==> config.mk <==
export PLATFORM = sky130hd
export DESIGN_NAME = in_fifo_device
export DESIGN_NICKNAME = d
export VERILOG_FILES = /design/src/rtl/in_fifo_device.sv
export SDC_FILE = /design/constraint.sdc
export NUM_CORES = 1
export LEC_CHECK = 0
export ABC_CLOCK_PERIOD_IN_PS = 5000
export CAP_MARGIN = 40
export CORE_MARGIN = 4
export CORE_UTILIZATION = 57
export CTS_CLUSTER_DIAMETER = 200
export DETAILED_ROUTE_END_ITERATION = 10
export HOLD_SLACK_MARGIN = 0.05
export PLACE_DENSITY = 0.8
export SYNTH_ARGS = -nofsm -noshare
export SYNTH_HDL_FRONTEND = slang
export SYNTH_SLANG_ARGS = --single-unit
==> constraint.sdc <==
create_clock -name clk -period 5 [get_ports clk]
set_input_delay 0.5 -clock clk [delete_from_list [all_inputs] [get_ports clk]]
set_output_delay 0.5 -clock clk [all_outputs]
set_load 0.02 [all_outputs]
==> src/rtl/in_fifo_device.sv <==
// Buffered input peripheral: producer valid/ready into a DEPTH x 32 FIFO, drained by bridge reads, level irq.
// Optional THRESH register at addr 3 when IN_FIFO_THRESH_EN is defined; otherwise irq fires on non-empty.
module in_fifo_device #(
    parameter int DEPTH = 8,
    parameter int AW    = 3
) (
    input  logic        clk,
    input  logic        rst,
    input  logic [31:0] ext_data,
    input  logic        ext_valid,
    output logic        ext_ready,
    input  logic [1:0]  addr,
    input  logic        rd_en,
    input  logic        we,
    input  logic [31:0] wdata,
    output logic [31:0] rdata,
    output logic        irq
);

    localparam logic [AW:0]   DEPTH_C = (AW+1)'(DEPTH);
    localparam logic [AW:0]   ONE_C   = (AW+1)'(1);
    localparam logic [AW-1:0] PTR_INC = AW'(1);

    logic [31:0]   mem_r [DEPTH];
    logic [AW-1:0] head_r;
    logic [AW-1:0] tail_r;
    logic [AW:0]   count_r;
    logic          irq_en_r;
    logic          irq_r;

    logic          empty_s;
    logic          full_s;
    logic          push_s;
    logic          pop_s;
    logic          flush_s;
    logic          irq_en_next_s;
    logic [AW:0]   count_next_s;
    logic [AW:0]   thr_s;
    logic          unused_s;

    assign empty_s   = (count_r == {(AW+1){1'b0}});
    assign full_s    = (count_r == DEPTH_C);
    assign ext_ready = !full_s;
    assign push_s    = ext_valid && !full_s;
    assign pop_s     = rd_en && (addr == 2'd0) && !empty_s;
    assign flush_s   = we && (addr == 2'd2) && wdata[1];
    assign irq       = irq_r;
    assign unused_s  = ^wdata;

`ifdef IN_FIFO_THRESH_EN
    logic [AW:0] thresh_r;
    logic [AW:0] thresh_next_s;

    // Threshold written from the bridge; zero behaves as one.
    always_comb begin
        thresh_next_s = thresh_r;
        if (we && (addr == 2'd3)) begin
            thresh_next_s = wdata[AW:0];
        end else begin
            thresh_next_s = thresh_r;
        end
        thr_s = (thresh_next_s == {(AW+1){1'b0}}) ? ONE_C : thresh_next_s;
    end

    // Threshold register.
    always_ff @(posedge clk or negedge rst) begin
        if (!rst) begin
            thresh_r <= ONE_C;
        end else begin
            thresh_r <= thresh_next_s;
        end
    end
`else
    assign thr_s = ONE_C;
`endif

    // Post-update occupancy and interrupt enable; flush overrides any same-cycle push or pop.
    always_comb begin
        count_next_s  = count_r;
        irq_en_next_s = irq_en_r;
        if (flush_s) begin
            count_next_s = {(AW+1){1'b0}};
        end else begin
            case ({push_s, pop_s})
                2'b10:   count_next_s = count_r + ONE_C;
                2'b01:   count_next_s = count_r - ONE_C;
                default: count_next_s = count_r;
            endcase
        end
        if (we && (addr == 2'd2)) begin
            irq_en_next_s = wdata[0];
        end else begin
            irq_en_next_s = irq_en_r;
        end
    end

    // Pointers, count, enable and the registered interrupt level.
    always_ff @(posedge clk or negedge rst) begin
        if (!rst) begin
            head_r   <= {AW{1'b0}};
            tail_r   <= {AW{1'b0}};
            count_r  <= {(AW+1){1'b0}};
            irq_en_r <= 1'b0;
            irq_r    <= 1'b0;
        end else begin
            if (flush_s) begin
                head_r <= {AW{1'b0}};
                tail_r <= {AW{1'b0}};
            end else begin
                if (push_s) tail_r <= tail_r + PTR_INC;
                if (pop_s)  head_r <= head_r + PTR_INC;
            end
            count_r  <= count_next_s;
            irq_en_r <= irq_en_next_s;
            irq_r    <= irq_en_next_s && (count_next_s >= thr_s);
        end
    end

    // Storage array; contents need no reset since the pointers gate visibility.
    always_ff @(posedge clk) begin
        if (push_s && !flush_s) begin
            mem_r[tail_r] <= ext_data;
        end
    end

    // Register read mux.
    always_comb begin
        rdata = 32'd0;
        case (addr)
            2'd0: rdata = empty_s ? 32'd0 : mem_r[head_r];
            2'd1: begin
                rdata[AW:0] = count_r;
                rdata[16]   = empty_s;
                rdata[17]   = full_s;
            end
            2'd2: rdata[0] = irq_en_r;
`ifdef IN_FIFO_THRESH_EN
            2'd3: rdata[AW:0] = thresh_r;
`else
            2'd3: rdata = 32'd0;
`endif
            default: rdata = 32'd0;
        endcase
    end

endmodule

==> After elaboration in Yosys (flattened, before gate mapping) <==
Memory sizes are Yosys's and may differ from the RTL's.
Index checks and enable logic that the tools add are counted.
{ "totals": {"register_bits": 12, "mem_bits_rw": 256, "in_bits": 71, "output_inout_bits": 34, "elab_cells": 46, "memories": 1} }
{ "classes": {"n_addsub": 4, "magnitude_cmp": 1, "n_eq_ne": 6, "n_mux": 15, "n_reduce_logical": 14} }
{ "mem_list": {"columns": ["name", "depth", "width", "read_ports", "rd_ports_with_merged_regs", "write_ports", "line_no", "source"], "rows": [
  ["mem_r", 8, 32, 1, 0, 1, "24", "logic [31:0] mem_r [DEPTH];"]
]} }
{ "ops": {"columns": ["op", "n"], "rows": [
  ["$mux 32", 1],
  ["$mux 14", 1],
  ["$mux 12", 1],
  ["$mux 3", 4],
  ["$pmux 4 s2", 1],
  ["$logic_and 1x1->1", 7],
  ["$add 3x1->3 const B", 2],
  ["$eq 2x2->1 const B", 3],
  ["$pmux 3 s2", 1],
  ["$add 4x1->4 const B", 1],
  ["$eq 2x1->1 const B", 2],
  ["$eq 4x4->1 const B", 1],
  ["$ge 4x1->1 const B", 1],
  ["$logic_not 4->1", 1],
  ["$mux 4", 1],
  ["$pmux 1 s4", 1],
  ["$pmux 2 s2", 1],
  ["$reduce_bool 2->1", 2],
  ["$sub 4x1->4 const B", 1],
  ["$logic_not 1->1", 3],
  ["$mux 1", 3],
  ["$logic_not 2->1", 1]
]} }

==> Longest topological paths before layout <==
{ "logic_depth": {"ltp_word": 8, "depth_mapped": 11, "ltp_nobuf": 9} }

==> Worst setup path before layout <==
Ideal clock, no wire load.
{ "synth_path": {"kind": "register -> register", "start": "register count_r[0]", "end": "memory mem_r[0][0], enable pin", "arrival_time_ns": 3.503, "slack_ns": 1.036, "stages_incl_launch_ff": 7, "path_buffers": 2, "path_cell_list": "dfrtp_1 buf_2 or4b_4 buf_6 nand2_1 or3_1 nor3_1"} }
{ "synth_via": {"elab_chain_len": 6} }
{ "synth_rtl": {"columns": ["item", "line_no", "source"], "rows": [
  ["start: declaration", "27", "logic [AW:0] count_r;"],
  ["start signal: assignment", "102", "count_r <= {(AW+1){1'b0}};"],
  ["start signal: assignment", "113", "count_r <= count_next_s;"],
  ["$eq 4x4->1", "42", "assign full_s = (count_r == DEPTH_C);"],
  ["$logic_not 1->1", null, null],
  ["named net ext_ready", "11", "output logic ext_ready,"],
  ["$logic_and 1x1->1", "44", "assign push_s = ext_valid && !full_s;"],
  ["$logic_and 1x1->1", "121", "if (push_s && !flush_s) begin"],
  ["$mux 1", "121", null],
  ["$mux 1 (not written as such)", "122", "mem_r[tail_r] <= ext_data;"],
  ["end: declaration", "24", null]
]} }
The timed path passes the listed nets, and every way through them passes these cells.

==> Final worst setup path <==
{ "layout_path": {"start": "register head_r[0]", "end": "output rdata[6]"} }
{ "layout_via": {"elab_chain_len": 3} }
{ "layout_rtl": {"columns": ["item", "line_no", "source"], "rows": [
  ["start: declaration", "25", "logic [AW-1:0] head_r;"],
  ["start signal: assignment", "100", "head_r <= {AW{1'b0}};"],
  ["start signal: assignment", "107", "head_r <= {AW{1'b0}};"],
  ["start signal: assignment", "111", "if (pop_s) head_r <= head_r + PTR_INC;"],
  ["$mem_v2 8x32", null, null],
  ["$mux 32", "130", "2'd0: rdata = empty_s ? 32'd0 : mem_r[head_r];"],
  ["$mux 12", "129", "case (addr)"],
  ["end: declaration", "16", "output logic [31:0] rdata,"]
]} }
Every way passes these cells.

==> qor.yml <==
hold_path.class: "input pin to asynchronous set/reset pin"
worstMarginPinSlew_ns: 0.864
n_antenna_cell: 0
grt_pass1_vias: 5475
hold_violations: 0
grt_pass1_wl_um: 32400
dp_hpwl_um: 11700
worstSetupStartpointType: "flop"
start_util: 0.582
ios: 105
first_iter_violations: 482
met3_usage: 0.0316
gr-usage-met1: 0.295
dp_slack_ns: 1.67
final_cells: 835
synth.distinct_cells: 34
detailed_place.area_sq_um: 11600
root_buffer: "clkbuf_16"
layout_commonest_cell: "edfxtp_1"
ys_seq_area_frac: 0.761
setup_tns_ns: 0
met2_usage: 0.360
drt_wl_total_um: 21000
cts_hold_buf: 0
fin_nets: 666
stdcell_area_sq_um: 12400
final-max-slew-violation-count: 0
setup_violations: 0
maxCapViolations: 0
cts_setup_buffers: 0
viasPerCell: 6.15
cts_htree_levels: 1
syn-cell-area_sq_um: 10500
relSlewSlack: 0.422
fin_crit_ns: 3.83
drcViolationCount: 0
clock_sinks: 268
die_w_um: 144
path_max_fanout: 42
gp_congestion: 0.760
post-route-util: 0.686
grt_max_degree: 43
outcome: "completed"
yosys_warnings: 0
clock_path_buffers: 3
die_area_sq_um: 20600
p_leak_nw: 3.92
grt_usage: 0.213
finalClockSkew_ns: 0.0112
globalRouteOverflowTotal: 0
mostFrequentLayoutCells: "edfxtp_1, clkdlybuf4s50_1, mux4_2, nor2_1, mux2i_1"
cts_resized: 0
cts_buffers: 26
avgSynthCellArea_sq_um: 21.0
clock_latency_ns: 0.53
synth_fp_nets: 575
end_kind: "output port"
ant_nets: 0
portBuffers: 74
antenna_found_initial: 0
num_rows: 49
drt-wirelength-per-cell_um: 25.2
dp_cells: 792
layout-drive-gt1-share: 0.208
synth_seq_cells: 268
crit_type: "flop to output port"
cts.clk_slew.worst_paths_ns: 0.06
arrival_ns: 3.33
max_freq_ghz: 0.261
rsz0062_at_grt: "no"
worstPathRequired_ns: 4.50
area_growth_pct: 17.9
syn_inst: 500
min_period_over_period: 0.767
dr.pass1.iters: 5
cts_tree: "done"
die_h_um: 144
worst_slack_ns: 1.17
vdd_drop_max_mv: 0.342
powerDensity_nw_per_um2: 537
vias: 5139
grt.busiest_layer: "met2"
core_sq_um: 18000
-- power breakdown --
part / switching (W) / internal (W)
sequential: 0.000313 / 0.00280
combinational: 0.000822 / 0.000872
clock: 0.000757 / 0.00108
-- cell type report --
cell class	count	area (sq um)
flip-flops and latches	268	7990
fillers	1088	5650
multi-input cells	204	2430
repair buffers	90	861
clock buffers	34	702
well taps	229	287
clock inverters	9	88.8
inverters	1	3.75
-- layer usage --
metal  up-vias  wire, um
met5         -         0
met4         0       450
met3        36      1360
met2       222     10700
met1      2673      8460
li1       2208         -
-- critical path, cell delays in order (launching register included) --
cell and delay (ns):
dfrtp_4 0.93, buf_4 0.39, mux4_2 0.54, mux2i_1 0.27, nor2_1 0.07, clkdlybuf4s50_1 0.55
-- flip-flops by register name, summed over array words and instances, names as in the netlist --
name      count
count_r       4
mem_r       256
irq           1
tail_r        3
head_r        3
irq_en_r      1
-- synth_stat cells --
cell | number | area (sq um)
nor4_2 | 1 | 12.5
a31oi_1 | 1 | 6.26
or3b_1 | 1 | 8.76
xnor2_1 | 1 | 8.76
o22ai_1 | 1 | 6.26
or4b_4 | 1 | 13.8
or3_1 | 2 | 12.5
and3_1 | 1 | 6.26
nor2_1 | 46 | 173
mux2i_1 | 36 | 360
nor2b_1 | 3 | 18.8
nor3_1 | 4 | 20.0
buf_1 | 1 | 3.75
edfxtp_1 | 256 | 7690
o21ai_0 | 2 | 10.0
clkbuf_1 | 18 | 67.6
inv_1 | 1 | 3.75
nand2_1 | 10 | 37.5
xor2_1 | 7 | 61.3
buf_2 | 6 | 30.0
buf_6 | 2 | 22.5
nand3_1 | 2 | 10.0
ha_1 | 4 | 50.1
mux4_2 | 64 | 1440
a211oi_4 | 1 | 20.0
o21a_1 | 1 | 7.51
nor4b_1 | 1 | 8.76
a21oi_1 | 4 | 20.0
nand2b_1 | 4 | 25.0
a22oi_1 | 1 | 7.51
o21ai_1 | 3 | 15.0
nor3b_1 | 1 | 7.51
mux2_2 | 1 | 11.3
dfrtp_1 | 12 | 300
-- worst paths after layout --
path / start / to / slack, ns / cells past startpoint
worst max-delay path: head_r[0]$_DFFE_PN0P_ / rdata[6] / 1.17 / 5
worst min-delay path: rst / tail_r[0]$_DFFE_PN0P_ / 0.35 / 1
worst max register to register: count_r[0]$_DFF_PN0_ / mem_r[4][28]$_DFFE_PP_ / 2.19 / 5
worst min register to register: irq_en_r$_DFF_PN0_ / irq_en_r$_DFF_PN0_ / 0.54 / 1
max in group asynchronous: rst / head_r[0]$_DFFE_PN0P_ / 4.22 / 1
min in group clk: irq_en_r$_DFF_PN0_ / irq_en_r$_DFF_PN0_ / 0.54 / 1
-- cells by family after synthesis --
kind of cell | count (synthesis) | synth area share
AO/OA/AOI/OAI | 14 | 0.00882
XOR/XNOR | 8 | 0.00668
adder cells (fa/ha/maj) | 4 | 0.00477
buffers and inverters | 28 | 0.0122
flip-flops | 268 | 0.761
multiplexers | 101 | 0.173
AND/OR/NAND/NOR | 77 | 0.0337
-- stage by stage --
step	hold slack (ns)	power, W
2_1_floorplan	0.204	0.00426
3_3_place_gp	0.510	0.00479
3_5_place_dp	0.528	0.00485
4_1_cts	0.351	0.00671
5_1_grt	0.382	0.00696
6_report	0.345	0.00665
(Power assumes the default switching activity.)
